<file path="src/rtl/seg7_pkg.sv">
// Shared 7-segment types, segment encodings and the nibble decode function.
package seg7_pkg;

    typedef logic [6:0] seg7_t;

    localparam seg7_t SEG_OFF = 7'b0000000;

    // Segment order {a,b,c,d,e,f,g}, indexed by nibble value 0..F
    localparam seg7_t SEG7_TABLE [16] = '{
        7'b1111110, 7'b0110000, 7'b1101101, 7'b1111001,
        7'b0110011, 7'b1011011, 7'b1011111, 7'b1110000,
        7'b1111111, 7'b1111011, 7'b1110111, 7'b0011111,
        7'b1001110, 7'b0111101, 7'b1001111, 7'b1000111
    };

    function automatic seg7_t seg7_decode(input logic [3:0] nibble, input logic hex_mode);
        if (!hex_mode && (nibble > 4'd9)) begin
            return SEG_OFF;
        end
        return SEG7_TABLE[nibble];
    endfunction

endpackage

</file>
<file path="src/rtl/seg7_decoder.sv">
// Combinational nibble-to-segment decoder shared with the single-digit path.
module seg7_decoder
    import seg7_pkg::*;
(
    input  logic [3:0] nibble,
    input  logic       hex_mode,
    output seg7_t      seg_c
);

    assign seg_c = seg7_decode(nibble, hex_mode);

endmodule

</file>
<file path="src/rtl/seg7_scan_driver.sv">
// Time-multiplexed N-digit 7-segment scan driver with frame-aligned updates.
// Optional leading-zero suppression when SEG7_LZS_EN is defined.
module seg7_scan_driver
    import seg7_pkg::*;
#(
    parameter int unsigned NUM_DIGITS     = 4,
    parameter int unsigned SCAN_DIV       = 1000,
    parameter bit          SEG_ACTIVE_LOW = 1'b0
) (
    input  logic                    clk,
    input  logic                    rst_n,
    input  logic [4*NUM_DIGITS-1:0] data_in,
    input  logic                    load,
    input  logic [NUM_DIGITS-1:0]   blank_in,
    input  logic                    hex_mode,
    output seg7_t                   seg_out,
    output logic [NUM_DIGITS-1:0]   digit_en,
    output logic                    frame_done
);

    localparam int unsigned IDX_W   = $clog2(NUM_DIGITS);
    localparam int unsigned CNT_W   = $clog2(SCAN_DIV);
    localparam seg7_t       SEG_POL = SEG_ACTIVE_LOW ? 7'h7F : 7'h00;

    logic [NUM_DIGITS-1:0][3:0] shadow_data;
    logic [NUM_DIGITS-1:0][3:0] active_data;
    logic [NUM_DIGITS-1:0]      shadow_blank;
    logic [NUM_DIGITS-1:0]      active_blank;
    logic [NUM_DIGITS-1:0]      supp_mask;
    logic [CNT_W-1:0]           cnt;
    logic [IDX_W-1:0]           idx;

    logic                       cnt_wrap_c;
    logic                       frame_wrap_c;
    logic [3:0]                 nibble_c;
    seg7_t                      dec_seg_c;
    seg7_t                      seg_next_c;
    logic [NUM_DIGITS-1:0]      en_next_c;

    assign cnt_wrap_c   = (cnt == CNT_W'(SCAN_DIV - 1));
    assign frame_wrap_c = cnt_wrap_c && (idx == IDX_W'(NUM_DIGITS - 1));
    assign nibble_c     = active_data[idx];

    seg7_decoder u_decoder (
        .nibble   (nibble_c),
        .hex_mode (hex_mode),
        .seg_c    (dec_seg_c)
    );

`ifdef SEG7_LZS_EN
    // Suppression mask follows the value entering the active register at the frame boundary
    localparam logic [NUM_DIGITS-1:0] SUPP_RST = {{(NUM_DIGITS - 1){1'b1}}, 1'b0};

    logic [NUM_DIGITS-1:0] supp_next_c;
    logic                  lead_c;

    always_comb begin
        supp_next_c = '0;
        lead_c      = 1'b1;
        for (int i = NUM_DIGITS - 1; i >= 1; i--) begin
            if (lead_c && (shadow_data[i] == 4'd0)) begin
                supp_next_c[i] = 1'b1;
            end else begin
                lead_c = 1'b0;
            end
        end
    end

    always_ff @(posedge clk or negedge rst_n) begin
        if (!rst_n) begin
            supp_mask <= SUPP_RST;
        end else if (frame_wrap_c) begin
            supp_mask <= supp_next_c;
        end
    end
`else
    assign supp_mask = '0;
`endif

    // Next output values; digit_en is held off on the first cycle of each slot
    always_comb begin
        en_next_c  = '0;
        seg_next_c = dec_seg_c;
        if (cnt != '0) begin
            en_next_c = NUM_DIGITS'(1) << idx;
        end
        if (active_blank[idx] || supp_mask[idx]) begin
            seg_next_c = SEG_OFF;
        end
    end

    always_ff @(posedge clk or negedge rst_n) begin
        if (!rst_n) begin
            cnt          <= '0;
            idx          <= '0;
            shadow_data  <= '0;
            shadow_blank <= '0;
            active_data  <= '0;
            active_blank <= '0;
            seg_out      <= SEG_OFF ^ SEG_POL;
            digit_en     <= '0;
            frame_done   <= 1'b0;
        end else begin
            cnt        <= cnt_wrap_c ? '0 : cnt + CNT_W'(1);
            frame_done <= frame_wrap_c;
            seg_out    <= seg_next_c ^ SEG_POL;
            digit_en   <= en_next_c;
            if (cnt_wrap_c) begin
                idx <= frame_wrap_c ? '0 : idx + IDX_W'(1);
            end
            // Active takes the pre-load shadow when load lands on the boundary
            if (frame_wrap_c) begin
                active_data  <= shadow_data;
                active_blank <= shadow_blank;
            end
            if (load) begin
                shadow_data  <= data_in;
                shadow_blank <= blank_in;
            end
        end
    end

endmodule
</file>
<file path="config.mk">
export PLATFORM = sky130hd
export DESIGN_NAME = seg7_scan_driver
export DESIGN_NICKNAME = d
export VERILOG_FILES = /design/src/rtl/seg7_pkg.sv /design/src/rtl/seg7_decoder.sv /design/src/rtl/seg7_scan_driver.sv
export SDC_FILE = /design/constraint.sdc
export NUM_CORES = 1
export LEC_CHECK = 0
export CAP_MARGIN = 15
export CORE_ASPECT_RATIO = 0.9
export CORE_MARGIN = 2
export CORE_UTILIZATION = 55
export DETAILED_ROUTE_END_ITERATION = 6
export PLACE_DENSITY = 0.79
export SETUP_SLACK_MARGIN = 0.5
export SLEW_MARGIN = 25
export SYNTH_ARGS = -nofsm -noshare
export SYNTH_HDL_FRONTEND = slang
export SYNTH_HIERARCHICAL = 1
export SYNTH_SLANG_ARGS = --single-unit
export TNS_END_PERCENT = 30
</file>
<file path="constraint.sdc">
create_clock -name clk -period 3.2 [get_ports clk]
set_clock_uncertainty 0.2 [all_clocks]
set_input_delay 0.8 -clock clk [delete_from_list [all_inputs] [get_ports clk]]
set_output_delay 0.8 -clock clk [all_outputs]
set_load 0.01 [all_outputs]
</file>
## Word level (Yosys, flattened, before mapping)

Memory sizes are Yosys's and may differ from the RTL's.
Cells that the tools add are included.

- Register bits: 64
- ROM bits: 112
- Output and inout bits: 12
- Memories: 1

- $add $sub $neg: 2
- Magnitude comparators: 3
- Equal/unequal tests: 2
- Shifts and indexed selects: 1
- Mux-type cells: 15
- Bitwise operators: 1
- Reduce and logical (&&, ||, !) cells: 5

Memories:

| memory | depth | bits a word | read ports | clocked after memory_dff | write ports | RTL line | RTL |
|---|---|---|---|---|---|---|---|
| (name not given) | 16 | 7 | 1 | 0 | 0 | seg7_pkg.sv:20 | `return SEG7_TABLE[nibble];` |

Operator list:

| cell | number |
|---|---|
| 7-bit two-way mux | 5 |
| 10-bit by 1-bit adder with 10-bit output (second input constant) | 1 |
| 10-bit == test (second input constant) | 1 |
| 10-bit two-way mux | 1 |
| 10-bit nonzero test | 1 |
| 4-bit binary-select mux with 2-bit select | 1 |
| 4-bit two-way mux | 2 |
| 5-bit >= comparator (second input constant) | 1 |
| 4-bit inverter with 5-bit output | 1 |
| 1-bit binary-select mux with 2-bit select | 2 |
| 4-bit > comparator (second input constant) | 1 |
| 1-bit by 2-bit << shifter with 4-bit output (first input constant) | 1 |
| 2-bit by 3-bit less-than comparator with 1-bit output (second input constant) | 1 |
| 1-bit two-way mux | 3 |
| 2-bit by 1-bit adder with 2-bit output (second input constant) | 1 |
| 2-bit == test (second input constant) | 1 |
| 1-bit logical AND | 2 |
| 2-bit two-way mux | 1 |
| 1-bit logical NOT | 1 |
| 1-bit logical OR | 1 |

## Logic depth before layout (Yosys ltp)

Gate-level depths: netlist (run 1).

- Depth after elaboration: 8
- Depth in mapped cells: 8
- Mapped depth without buffers: 7

## Cells and area by module

The synthesis (run 1) kept the hierarchy.

Modules (own cells, without submodules):

| module | times used | cells each | area each (µm²) | seq. area each (µm²) |
|---|---|---|---|---|
| seg7_scan_driver | 1 | 192 | 2,785.2 | 1,601.5 |
| seg7_decoder | 1 | 38 | 292.8 | 0.0 |

## Least setup slack after synthesis (run 1)

Ideal clock, no wire load.

- Path kind: reg-to-reg
- Start: reg idx[0]
- End: reg seg_out[4]
- Library setup time: 0.073 ns
- Arrival time: 2.275 ns
- Setup slack: 0.652 ns
- Stages on the path, launching flop included: 9
- Buffers on the path: 1
- Clock period less this slack: 2.548 ns
- Path through: dfrtp_1 -> clkbuf_1 -> mux4_2 -> inv_1 -> ha_1 -> o21bai_1 -> and3b_1 -> a311oi_1 -> nor2b_1

- Longest elaborated chain between the ends: 8

Ends and longest elaborated chain:

| what | RTL line | RTL |
|---|---|---|
| start: declaration | seg7_scan_driver.sv:31 | `logic [IDX_W-1:0] idx;` |
| start signal: assignment | seg7_scan_driver.sv:109 | `idx <= frame_wrap_c ? '0 : idx + IDX_W'(1);` |
| 4-bit binary-select mux with 2-bit select * | seg7_scan_driver.sv:42 | `assign nibble_c = active_data[idx];` |
| 4-bit two-way mux (implied by the code) * | seg7_scan_driver.sv:42 |  |
| via nibble_c[1] | seg7_scan_driver.sv:35 | `logic [3:0] nibble_c;` |
| 4-bit inverter with 5-bit output (implied by the code) | seg7_pkg.sv:20 |  |
| memory read 16 x 7 bit | -- |  |
| 7-bit two-way mux (implied by the code) (2 in series) | seg7_pkg.sv:20 |  |
| 7-bit two-way mux * | seg7_pkg.sv:20 |  |
| via dec_seg_c[4] | seg7_scan_driver.sv:36 | `seg7_t dec_seg_c;` |
| 7-bit two-way mux * | seg7_scan_driver.sv:87 | `if (active_blank[idx] \|\| supp_mask[idx]) begin` |
| via seg_next_c[4] | seg7_scan_driver.sv:37 | `seg7_t seg_next_c;` |
| end signal: assignment | seg7_scan_driver.sv:100 | `seg_out <= SEG_OFF ^ SEG_POL;` |
| end signal: assignment | seg7_scan_driver.sv:106 | `seg_out <= seg_next_c ^ SEG_POL;` |
| end: declaration | seg7_scan_driver.sv:16 | `output seg7_t seg_out,` |

Mark *: on every way through the listed nets, which the timed path passes. The rest lies on a longest branch. The select of a mux whose other input is x is not followed.
A chain may end at the register's enable or synchronous reset.

## Worst setup path in the final report (run 1)

Same ends and word-level chain as after synthesis.

==> results.yml, run 1 <==
status:
  run_status: "finished clean"
floorplanning:
  start_util: 0.5788
  dieArea_um2: 6212
  die_w_um: 82.86
  ios: 36
  die_h_um: 74.97
  core_um2: 5318
  rows: 25
sta:
  setup-tns-final_ns: 0
  layout_setup_ws_ns: 0.7277
  period_minus_slack_ns: 2.472
  finalHoldViolations: 0
  setup_violations: 0
  fmax_mhz: 404.5
  fin_crit_sh: 0.7726
  maxSlewHeadroom: 0.4713
  slew_violations: 0
  tightest_slew_ns: 0.7930
  rsz0062_at_grt: "no"
detailed_routing:
  routedWlPerCell_um: 14.70
  detail_route.iter0.violations: 94
  ant_nets: 0
  vias: 1829
  route.met2.wl_um: 2171
  dr.pass1.iters: 4
  vias_per_cell: 5.427
  wl_met3_um: 338
  routed_wl_um: 4954
  drc: 0
  met1_length_um: 2384
  top_layer_used: "met4"
synthesis:
  synth_top_flop_cell: "dfrtp_1"
  synth_edf_count: 0
  ys_async_sr_fraction: 1.000
  synth.most_common_cell: "dfrtp_1"
  synth_area_um2: 3078
  synthMuxAreaShare: 0.2350
  syn_area_per_cell_um2: 13.38
  yosys.area.top_type: "dfrtp_1"
  synthSimpleGateAreaFrac: 0.1069
  ys_top_cells_by_area: "dfrtp_1 (52%), mux2_4 (9.8%), mux2_2 (8.0%)"
  synth-compound-area-share: 0.04187
  netlist-cell-type-count: 45
  synth_seq_cells: 64
  synthTopCellsByCount: "dfrtp_1 (64), mux2_2 (22), mux2_4 (20), inv_1 (14), ha_1 (11)"
  yosys.area_share.adder: 0.04472
  synth_top_family_by_area: "multiplexers"
  syn_inst: 230
  ys.warnings.count: 6
  ys_seq_area_frac: 0.5203
  yosysTopAreaCellShare: 0.5203
  syn_nets: 265
  synth-xor-area-share: 0.008537
critical_path:
  crit_required_ns: 3.27
  crit_arrival_ns: 2.55
  start_kind: "flip-flop"
  crit_fanout: 10
  endpoint_kind: "flip-flop"
  reg2reg_depth: 7
  crit_type: "reg -> reg"
place:
  pre_cts_ws_ns: 0.6278
  gp_congestion: 0.8784
  portBuffers: 35
  dp_hpwl_um: 3308
  placed_cells: 322
power_and_ir_drop:
  ir_drop_mv: 0.2980
  leakage_nw: 1.606
  p_per_area_nw_per_um2: 455.1
clock_tree:
  clkTransAtPathRegs_ns: 0.07
  cts_buffer_depth: 2
  cts_tree: "done"
  post_cts_buffers: 0
  clock-sinks: 64
  worstSkewPairLatency_ns: 0.35
  root_buffer: "clkbuf_8"
  cts.htree.levels: 3
  cts_made_buffers: 9
global_route:
  grt_pass1_wl_um: 8431
  grt_util_all_layers: 0.1777
  grt_overflow: 0
  grt_max_degree: 65
  grt_pass1_vias: 1729
  antenna_found_initial: 0
final_layout:
  drive_above_1_share: 0.2519
  nets: 301
  fin_cells: 337
  n_antenna_cell: 0
  synthToLayoutAreaGrowth_pct: 18.46
min_path:
  whs_path_depth: 1
  holdCritPathClass: "reg -> reg"
job:
  cap_violations: 0
final timing paths:
kind / slack (ns) / end / from
min reg2reg: 0.30 / active_data[3]$_DFFE_PN0P_ / shadow_data[3]$_DFFE_PN0P_
min in group asynchronous: 0.41 / cnt[4]$_DFF_PN0_ / rst_n
min: 0.30 / active_data[3]$_DFFE_PN0P_ / shadow_data[3]$_DFFE_PN0P_
max: 0.73 / seg_out[4]$_DFF_PN0_ / idx[0]$_DFFE_PN0N_
max reg2reg: 0.73 / seg_out[4]$_DFF_PN0_ / idx[0]$_DFFE_PN0N_
max in group asynchronous: 1.83 / idx[0]$_DFFE_PN0N_ / rst_n
state kept, by name, indices dropped and copies added, names as in the netlist:
register and cells:
active_data 16, shadow_data 16, cnt 10, seg_out 7, active_blank 4, digit_en 4, shadow_blank 4, idx 2
frame_done 1
routing by layer:
layer	global-route usage	up-vias
met5	0	-
met4	0.07650	0
met3	0.06908	7
met2	0.2643	64
met1	0.2374	864
li1	-	894
worst max-delay path, stage by stage, from the launching register on:
cell	delay, ns
dfrtp_2	0.51
mux4_2	0.59
inv_1	0.13
ha_1	0.25
o21bai_1	0.12
and3b_1	0.22
a311oi_1	0.23
nor2b_1	0.15
repair_timing:
item / CTS / global route
hold buffers: 0 / 0
endpoints found under the hold margin: 0 / 0
resized for setup: 0 / 1
endpoints found under the setup margin: 0 / 5
cell usage in the layout, fill, tap and decap left out, types with 2 or more instances in the layout:
cell / netlist / layout
or3_1: 2 / 2
and2_1: 3 / 3
nor3_1: 7 / 7
clkinv_2: 0 / 2
o211ai_1: 2 / 2
bufinv_16: 0 / 2
xnor2_1: 2 / 2
nand2_1: 4 / 4
mux2_2: 22 / 22
nor2_1: 7 / 7
and3_1: 4 / 4
buf_4: 0 / 2
inv_1: 14 / 14
a211oi_1: 3 / 3
clkbuf_1: 5 / 2
ha_1: 11 / 11
clkbuf_8: 0 / 9
nand4_1: 2 / 2
mux2_4: 20 / 20
mux2i_1: 4 / 4
clkdlybuf4s50_1: 0 / 34
mux4_2: 6 / 6
nor2b_1: 8 / 8
dfrtp_1: 64 / 63
nand3_1: 10 / 10
report_power, final:
part	switching [W]	total (W)	internal (W)	leakage (nW)
clock network	0.000303	0.000735	0.000432	0.103
logic	0.0000281	0.0000764	0.0000484	0.707
registers	0.0000132	0.000848	0.000834	0.796
cell type report:
class                           count  area [µm²]
Clock inverter                      4       70.07
Tap cell                           67       83.83
Timing Repair Buffer               37       360.3
Sequential cell                    64        1603
Inverter                           14       52.55
Clock buffer                       11       131.4
Fill cell                         395        1672
Multi-Input combinational cell    140        1345
per-stage QoR:
step / power [W] / hold slack (ns) / instance area (µm²) / util
after floorplan: 0.0008896 / 0.2759 / 3078 / -
after global placement: 0.0009394 / 0.2916 / 3443 / 0.6475
after detailed placement: 0.0009421 / 0.2911 / 3443 / 0.6475
after CTS: 0.001678 / 0.3056 / 3645 / 0.6854
after global routing: 0.001713 / 0.3076 / 3646 / 0.6856
final: 0.001659 / 0.2968 / 3646 / 0.6856
cell families (layout without fill, tap and decap cells):
kind of cell,count (synthesis),count (layout)
DFF,64,64
and+or+nand+nor,57,57
muxes,52,52
buffers and inverters,26,66
AOI/OAI and AO/OA,17,17
adders and majority gates,11,11
xor gates and xnor gates,3,3
No activity file was read; power rests on OpenSTA's default activity.
==> inputs of run 2 (changes only) <==
CORE_UTILIZATION = 50   (was 55)
PLACE_DENSITY = 0.75   (was 0.79)
clock period = 2.2 ns   (was 3.2 ns; I/O delays follow)
==> results.yml, run 2 (same netlist as run 1, synthesis figures left out) <==
clock_tree:
  cts.htree.levels: 3
  cts_tree: "done"
  root_buffer: "clkbuf_8"
  worstSkewPairLatency_ns: 0.35
  cts_buffer_depth: 2
  clock-sinks: 64
  cts_made_buffers: 9
  clkTransAtPathRegs_ns: 0.07
floorplanning:
  dieArea_um2: 6801
  start_util: 0.5090
  core_um2: 6047
  ios: 36
  rows: 27
  die_w_um: 86.71
  die_h_um: 78.44
global_route:
  grt_overflow: 0
  grt_pass1_wl_um: 10160
  grt_pass1_vias: 2053
  antenna_found_initial: 0
  grt_util_all_layers: 0.1974
  grt_max_degree: 65
power_and_ir_drop:
  pwr-share-clk: 0.404
  p_per_area_nw_per_um2: 571.8
  switchingPower_w: 0.0005638
  ir_drop_mv: 0.4522
  combPwrFrac: 0.053
  leakage_nw: 1.775
  seqPwrFrac: 0.543
  intPower_w: 0.001706
  swShare: 0.2484
place:
  pre_cts_ws_ns: -0.05550
  gp_congestion: 0.8497
  dp_hpwl_um: 3825
  placed_cells: 348
  portBuffers: 35
sta:
  finalHoldViolations: 0
  fin_crit_sh: 1.018
  period_minus_slack_ns: 2.240
  maxSlewHeadroom: 0.7456
  tightest_slew_ns: 0.3781
  fmax_mhz: 446.4
  rsz0062_at_grt: "yes"
  setup-tns-final_ns: -0.08520
  slew_violations: 0
  layout_setup_ws_ns: -0.03996
  setup_violations: 4
final_layout:
  final_common_cell: "dfrtp_1"
  fin_cells: 371
  synthToLayoutAreaGrowth_pct: 28.94
  drive_above_1_share: 0.4348
  n_antenna_cell: 0
  mostFrequentLayoutCells: "dfrtp_1 (61), mux2_4 (22), clkdlybuf4s50_1 (22)"
  reg_top3: "active_data x16, shadow_data x16, cnt x10"
  final_util: 0.6563
  nets: 329
detailed_routing:
  vias_per_cell: 5.431
  routed_wl_um: 5894
  drc: 0
  detail_route.iter0.violations: 78
  dr.pass1.iters: 4
  vias: 2015
  ant_nets: 0
  routedWlPerCell_um: 15.89
job:
  cap_violations: 0
critical_path:
  crit_required_ns: 2.29
  slowest_stage: "mux4_2"
  crit_arrival_ns: 2.33
  start_kind: "flip-flop"
  crit_type: "reg -> reg"
  critPathMaxStageDelay_ns: 0.61
  crit_fanout: 5
  crit_path_cell_trace: "mux4_2 -> inv_2 -> ha_4 -> o21bai_4 -> and3b_2 -> a311oi_1 -> nor2b_1"
  endpoint_kind: "flip-flop"
min_path:
  holdCritPathClass: "reg -> reg"
status:
  violations: "setup timing"
  run_status: "complete, but fails checks"
[run 2: changes by cell type in the layout (fill, tap and decap cells not counted), sizes merged]
| cell | delta |
|---|---|
| clkinvlp | +3 |
| clkdlybuf4s50 | -12 |
| clkbuf | -2 |
| clkinv | +1 |
| buf | +38 |
| inv | +1 |
| dlygate4sd3 | +1 |
| mux4 | +1 |
| bufinv | -2 |
[run 2: power groups by stage]
stage | Combinational [W] | Clock, W | Sequential (W)
after CTS | 0.000123 | 0.000950 | 0.00123
final | 0.000119 | 0.000918 | 0.00123
after detailed placement | 0.000121 | 0 | 0.00126
after floorplan | 0.0000454 | 0 | 0.00125
after global routing | 0.000132 | 0.00100 | 0.00124
after global placement | 0.000118 | 0 | 0.00125
[run 2: routing by layer]
layer / GRT usage / vias to the layer above / part of all wire
li1: - / 959 / -
met1: 0.2566 / 990 / 0.46
met2: 0.3008 / 58 / 0.47
met3: 0.07466 / 8 / 0.061
met4: 0.07500 / 0 / 0.016
met5: 0 / - / 0
[run 2: per-stage QoR]
stage	hold slack (ns)	cell area (µm²)	power [W]
2_1_floorplan	0.05441	3119	0.001294
3_3_place_gp	0.2908	3664	0.001372
3_5_place_dp	0.2943	3664	0.001377
4_1_cts	0.3158	3930	0.002306
5_1_grt	0.3249	3969	0.002373
6_report	0.3048	3969	0.002269
[run 2: what timing repair did]
item | 4_1_cts | 5_1_grt
endpoints found under the setup margin | 49 | 37
resized for setup | 63 | 12
buffers inserted | 4 | 1
pin swaps | 5 | 6
endpoints found under the hold margin | 45 | 0
hold buffers | 1 | 0
cloned | 1 | 0
[run 2: layout make-up]
type	instances	area, µm²
tap	72	90.09
clock buffer	9	123.9
inverter	14	55.05
sequential	64	1605
fill	452	2078
multi-input combinational	141	1488
clock inverter	7	57.56
timing repair buffer	64	549.3
[run 2: path summary, 6_finish.rpt]
kind	cells past startpoint	startpoint	slack (ns)	to
max in group asynchronous	3	rst_n	0.97	idx[0]$_DFFE_PN0N_
hold reg to reg	1	cnt[0]$_DFF_PN0_	0.30	cnt[0]$_DFF_PN0_
setup / recovery	7	idx[0]$_DFFE_PN0N_	-0.04	seg_out[4]$_DFF_PN0_
hold / removal	1	cnt[0]$_DFF_PN0_	0.30	cnt[0]$_DFF_PN0_
setup reg to reg	7	idx[0]$_DFFE_PN0N_	-0.04	seg_out[4]$_DFF_PN0_
min in group asynchronous	3	rst_n	0.54	cnt[4]$_DFF_PN0_
[run 2: critical path: cells and delay by family (launching register included)]
kind	cells	cell delay, ns
muxes	1	0.61
DFF	1	0.42
and+or+nand+nor	2	0.41
AOI/OAI and AO/OA	2	0.26
adders and majority gates	1	0.15
buffers and inverters	1	0.12
==> inputs of run 3 (changes only) <==
ABC_AREA = 1   (was default)
==> results.yml, run 3 <==
clock_tree:
  cts_made_buffers: 9
  worstSkewPairLatency_ns: 0.33
  cts.htree.levels: 3
  cts_tree: "done"
  clock-sinks: 64
  clkTransAtPathRegs_ns: 0.07
  cts_buffer_depth: 2
  root_buffer: "clkbuf_8"
power_and_ir_drop:
  p_per_area_nw_per_um2: 605.0
  switchingPower_w: 0.0005152
  intPower_w: 0.002074
  seqPwrFrac: 0.477
  swShare: 0.1990
  leakage_nw: 2.115
  pwr-share-clk: 0.477
  power_w: 0.002589
  ir_drop_mv: 0.3556
  combPwrFrac: 0.046
detailed_routing:
  routedWlPerCell_um: 13.53
  routed_wl_um: 6860
  vias: 2597
  detail_route.iter0.violations: 118
  drc: 0
  ant_nets: 0
  dr.pass1.iters: 4
  vias_per_cell: 5.122
global_route:
  grt_max_degree: 43
  grt_pass1_wl_um: 10680
  grt_overflow: 0
  antenna_found_initial: 0
  grt_pass1_vias: 2357
  grt_util_all_layers: 0.1957
floorplanning:
  start_util: 0.5167
  ios: 36
  dieArea_um2: 6971
  rows: 27
  die_w_um: 87.79
  core_um2: 6115
  die_h_um: 79.41
sta:
  fmax_mhz: 499.8
  setup-tns-final_ns: 0
  tightest_slew_ns: 0.5636
  setup_violations: 0
  slew_violations: 0
  rsz0062_at_grt: "yes"
  period_minus_slack_ns: 2.001
  finalHoldViolations: 0
  fin_crit_sh: 0.9095
  maxSlewHeadroom: 0.6217
synthesis:
  ys_async_sr_fraction: 1.000
  syn_nets: 387
  ys_top_cells_by_area: "dfrtp_1 (51%), nand2_1 (10%), mux2_2 (7.1%)"
  synth_top_flop_cell: "dfrtp_1"
  synthTopCellsByCount: "nand2_1 (87), dfrtp_1 (64), nor2_1 (48), inv_1 (35), nand4_1 (23)"
  syn_inst: 352
  synth_edf_count: 0
  ys.warnings.count: 6
  synth.most_common_cell: "nand2_1"
  ys_seq_area_frac: 0.5069
  syn_area_per_cell_um2: 8.975
  netlist-cell-type-count: 24
  synth_seq_cells: 64
  synth_area_um2: 3159
  yosys.area.top_type: "dfrtp_1"
  yosysTopAreaCellShare: 0.5069
critical_path:
  endpoint_kind: "flip-flop"
  crit_type: "reg -> reg"
  start_kind: "flip-flop"
  crit_required_ns: 2.20
  crit_arrival_ns: 2.00
  reg2reg_depth: 11
  crit_fanout: 7
  rrSetupSlack_ns: 0.20
status:
  run_status: "finished clean"
final_layout:
  final_common_cell: "nand2_1"
  n_antenna_cell: 0
  synthToLayoutAreaGrowth_pct: 35.45
  nets: 450
  reg_top3: "active_data x16, shadow_data x16, cnt x10"
  drive_above_1_share: 0.2857
  mostFrequentLayoutCells: "nand2_1 (76), dfrtp_1 (62), nor2_1 (43)"
place:
  dp_hpwl_um: 4325
  gp_congestion: 0.9113
  portBuffers: 35
min_path:
  holdCritPathClass: "reg -> reg"
  whs_path_depth: 2
job:
  cap_violations: 0
-- run 3: cell types whose count changed in the layout (fill, tap and decap cells not counted), sizes merged, moves of 9 or more --
cell	change
nand2	+88
nor2	+44
mux2	-22
inv	+21
nand4	+21
o21ai	+13
buf	-12
nand3	+9
-- run 3: worst paths after layout --
| check | startpoint | end |
|---|---|---|
| setup / recovery | idx[0]$_DFFE_PN0N_ | seg_out[4]$_DFF_PN0_ |
| hold / removal | active_data[8]$_DFFE_PN0P_ | active_data[8]$_DFFE_PN0P_ |
| setup reg to reg | idx[0]$_DFFE_PN0N_ | seg_out[4]$_DFF_PN0_ |
| hold reg to reg | active_data[8]$_DFFE_PN0P_ | active_data[8]$_DFFE_PN0P_ |
| max in group asynchronous | rst_n | idx[0]$_DFFE_PN0N_ |
| min in group asynchronous | rst_n | shadow_blank[2]$_DFFE_PN0P_ |
-- run 3: metrics by stage --
| step | instance area (µm²) | hold slack [ns] | setup WS, ns | cells | utilization |
|---|---|---|---|---|---|
| after CTS | 4066 | 0.2804 | 0.3169 | 500 | 0.6650 |
| after detailed placement | 3665 | 0.2640 | 0.1162 | 469 | 0.5993 |
| after global placement | 3665 | 0.2581 | 0.1963 | 469 | 0.5993 |
| final | 4279 | 0.2836 | 0.1991 | 507 | 0.6998 |
| after global routing | 4279 | 0.3123 | 0.09865 | 507 | 0.6998 |
| after floorplan | 3232 | 0.05441 | 0.2923 | 352 | - |
-- run 3: logic make-up after synthesis --
group	share of synthesized area
AND/OR/NAND/NOR	0.2626
buffers and inverters	0.07960
flip-flops	0.5069
AO/OA/AOI/OAI	0.03326
multiplexers	0.07129
XOR/XNOR	0.002773
adder cells (fa/ha/maj)	0.04356
-- run 3: cell type report --
| class | count | area (µm²) |
|---|---|---|
| well taps | 87 | 108.9 |
| fillers | 451 | 1836 |
| clock inverters | 5 | 103.9 |
| repair buffers | 64 | 626.9 |
| multi-input cells | 237 | 1520 |
| clock buffers | 11 | 141.4 |
| inverters | 39 | 173.9 |
| flip-flops and latches | 64 | 1604 |
-- run 3: critical path: stages, from the launching register on --
cell	delay, ns
dfrtp_2	0.43
buf_6	0.16
o21ai_1	0.12
o22ai_2	0.24
buf_6	0.18
clkinv_8	0.08
nand2_2	0.06
nand2_2	0.07
nor2_4	0.17
nor2_1	0.07
inv_1	0.05
nor2_1	0.04
-- run 3: metal layers --
metal	track usage	routed length, µm
met2	0.3197	3437
met1	0.2603	2986
met4	0.06923	100
met5	0	0
met3	0.03723	335
-- run 3: timing repair --
| action | 4_1_cts | 5_1_grt |
|---|---|---|
| pin swaps | 6 | 18 |
| hold endpoints to repair | 17 | 0 |
| hold buffers | 1 | 0 |
| resized for setup | 29 | 47 |
| setup buffers | 14 | 5 |
| setup endpoints to repair | 39 | 40 |
| gates cloned | 0 | 2 |
-- run 3: power by group through the flow --
stage	logic, W	registers, W	clock network, W
after detailed placement	0.000121	0.00126	0
final	0.000120	0.00123	0.00123
after global placement	0.000118	0.00125	0
after global routing	0.000134	0.00124	0.00130
after CTS	0.000123	0.00123	0.00125
after floorplan	0.0000446	0.00125	0
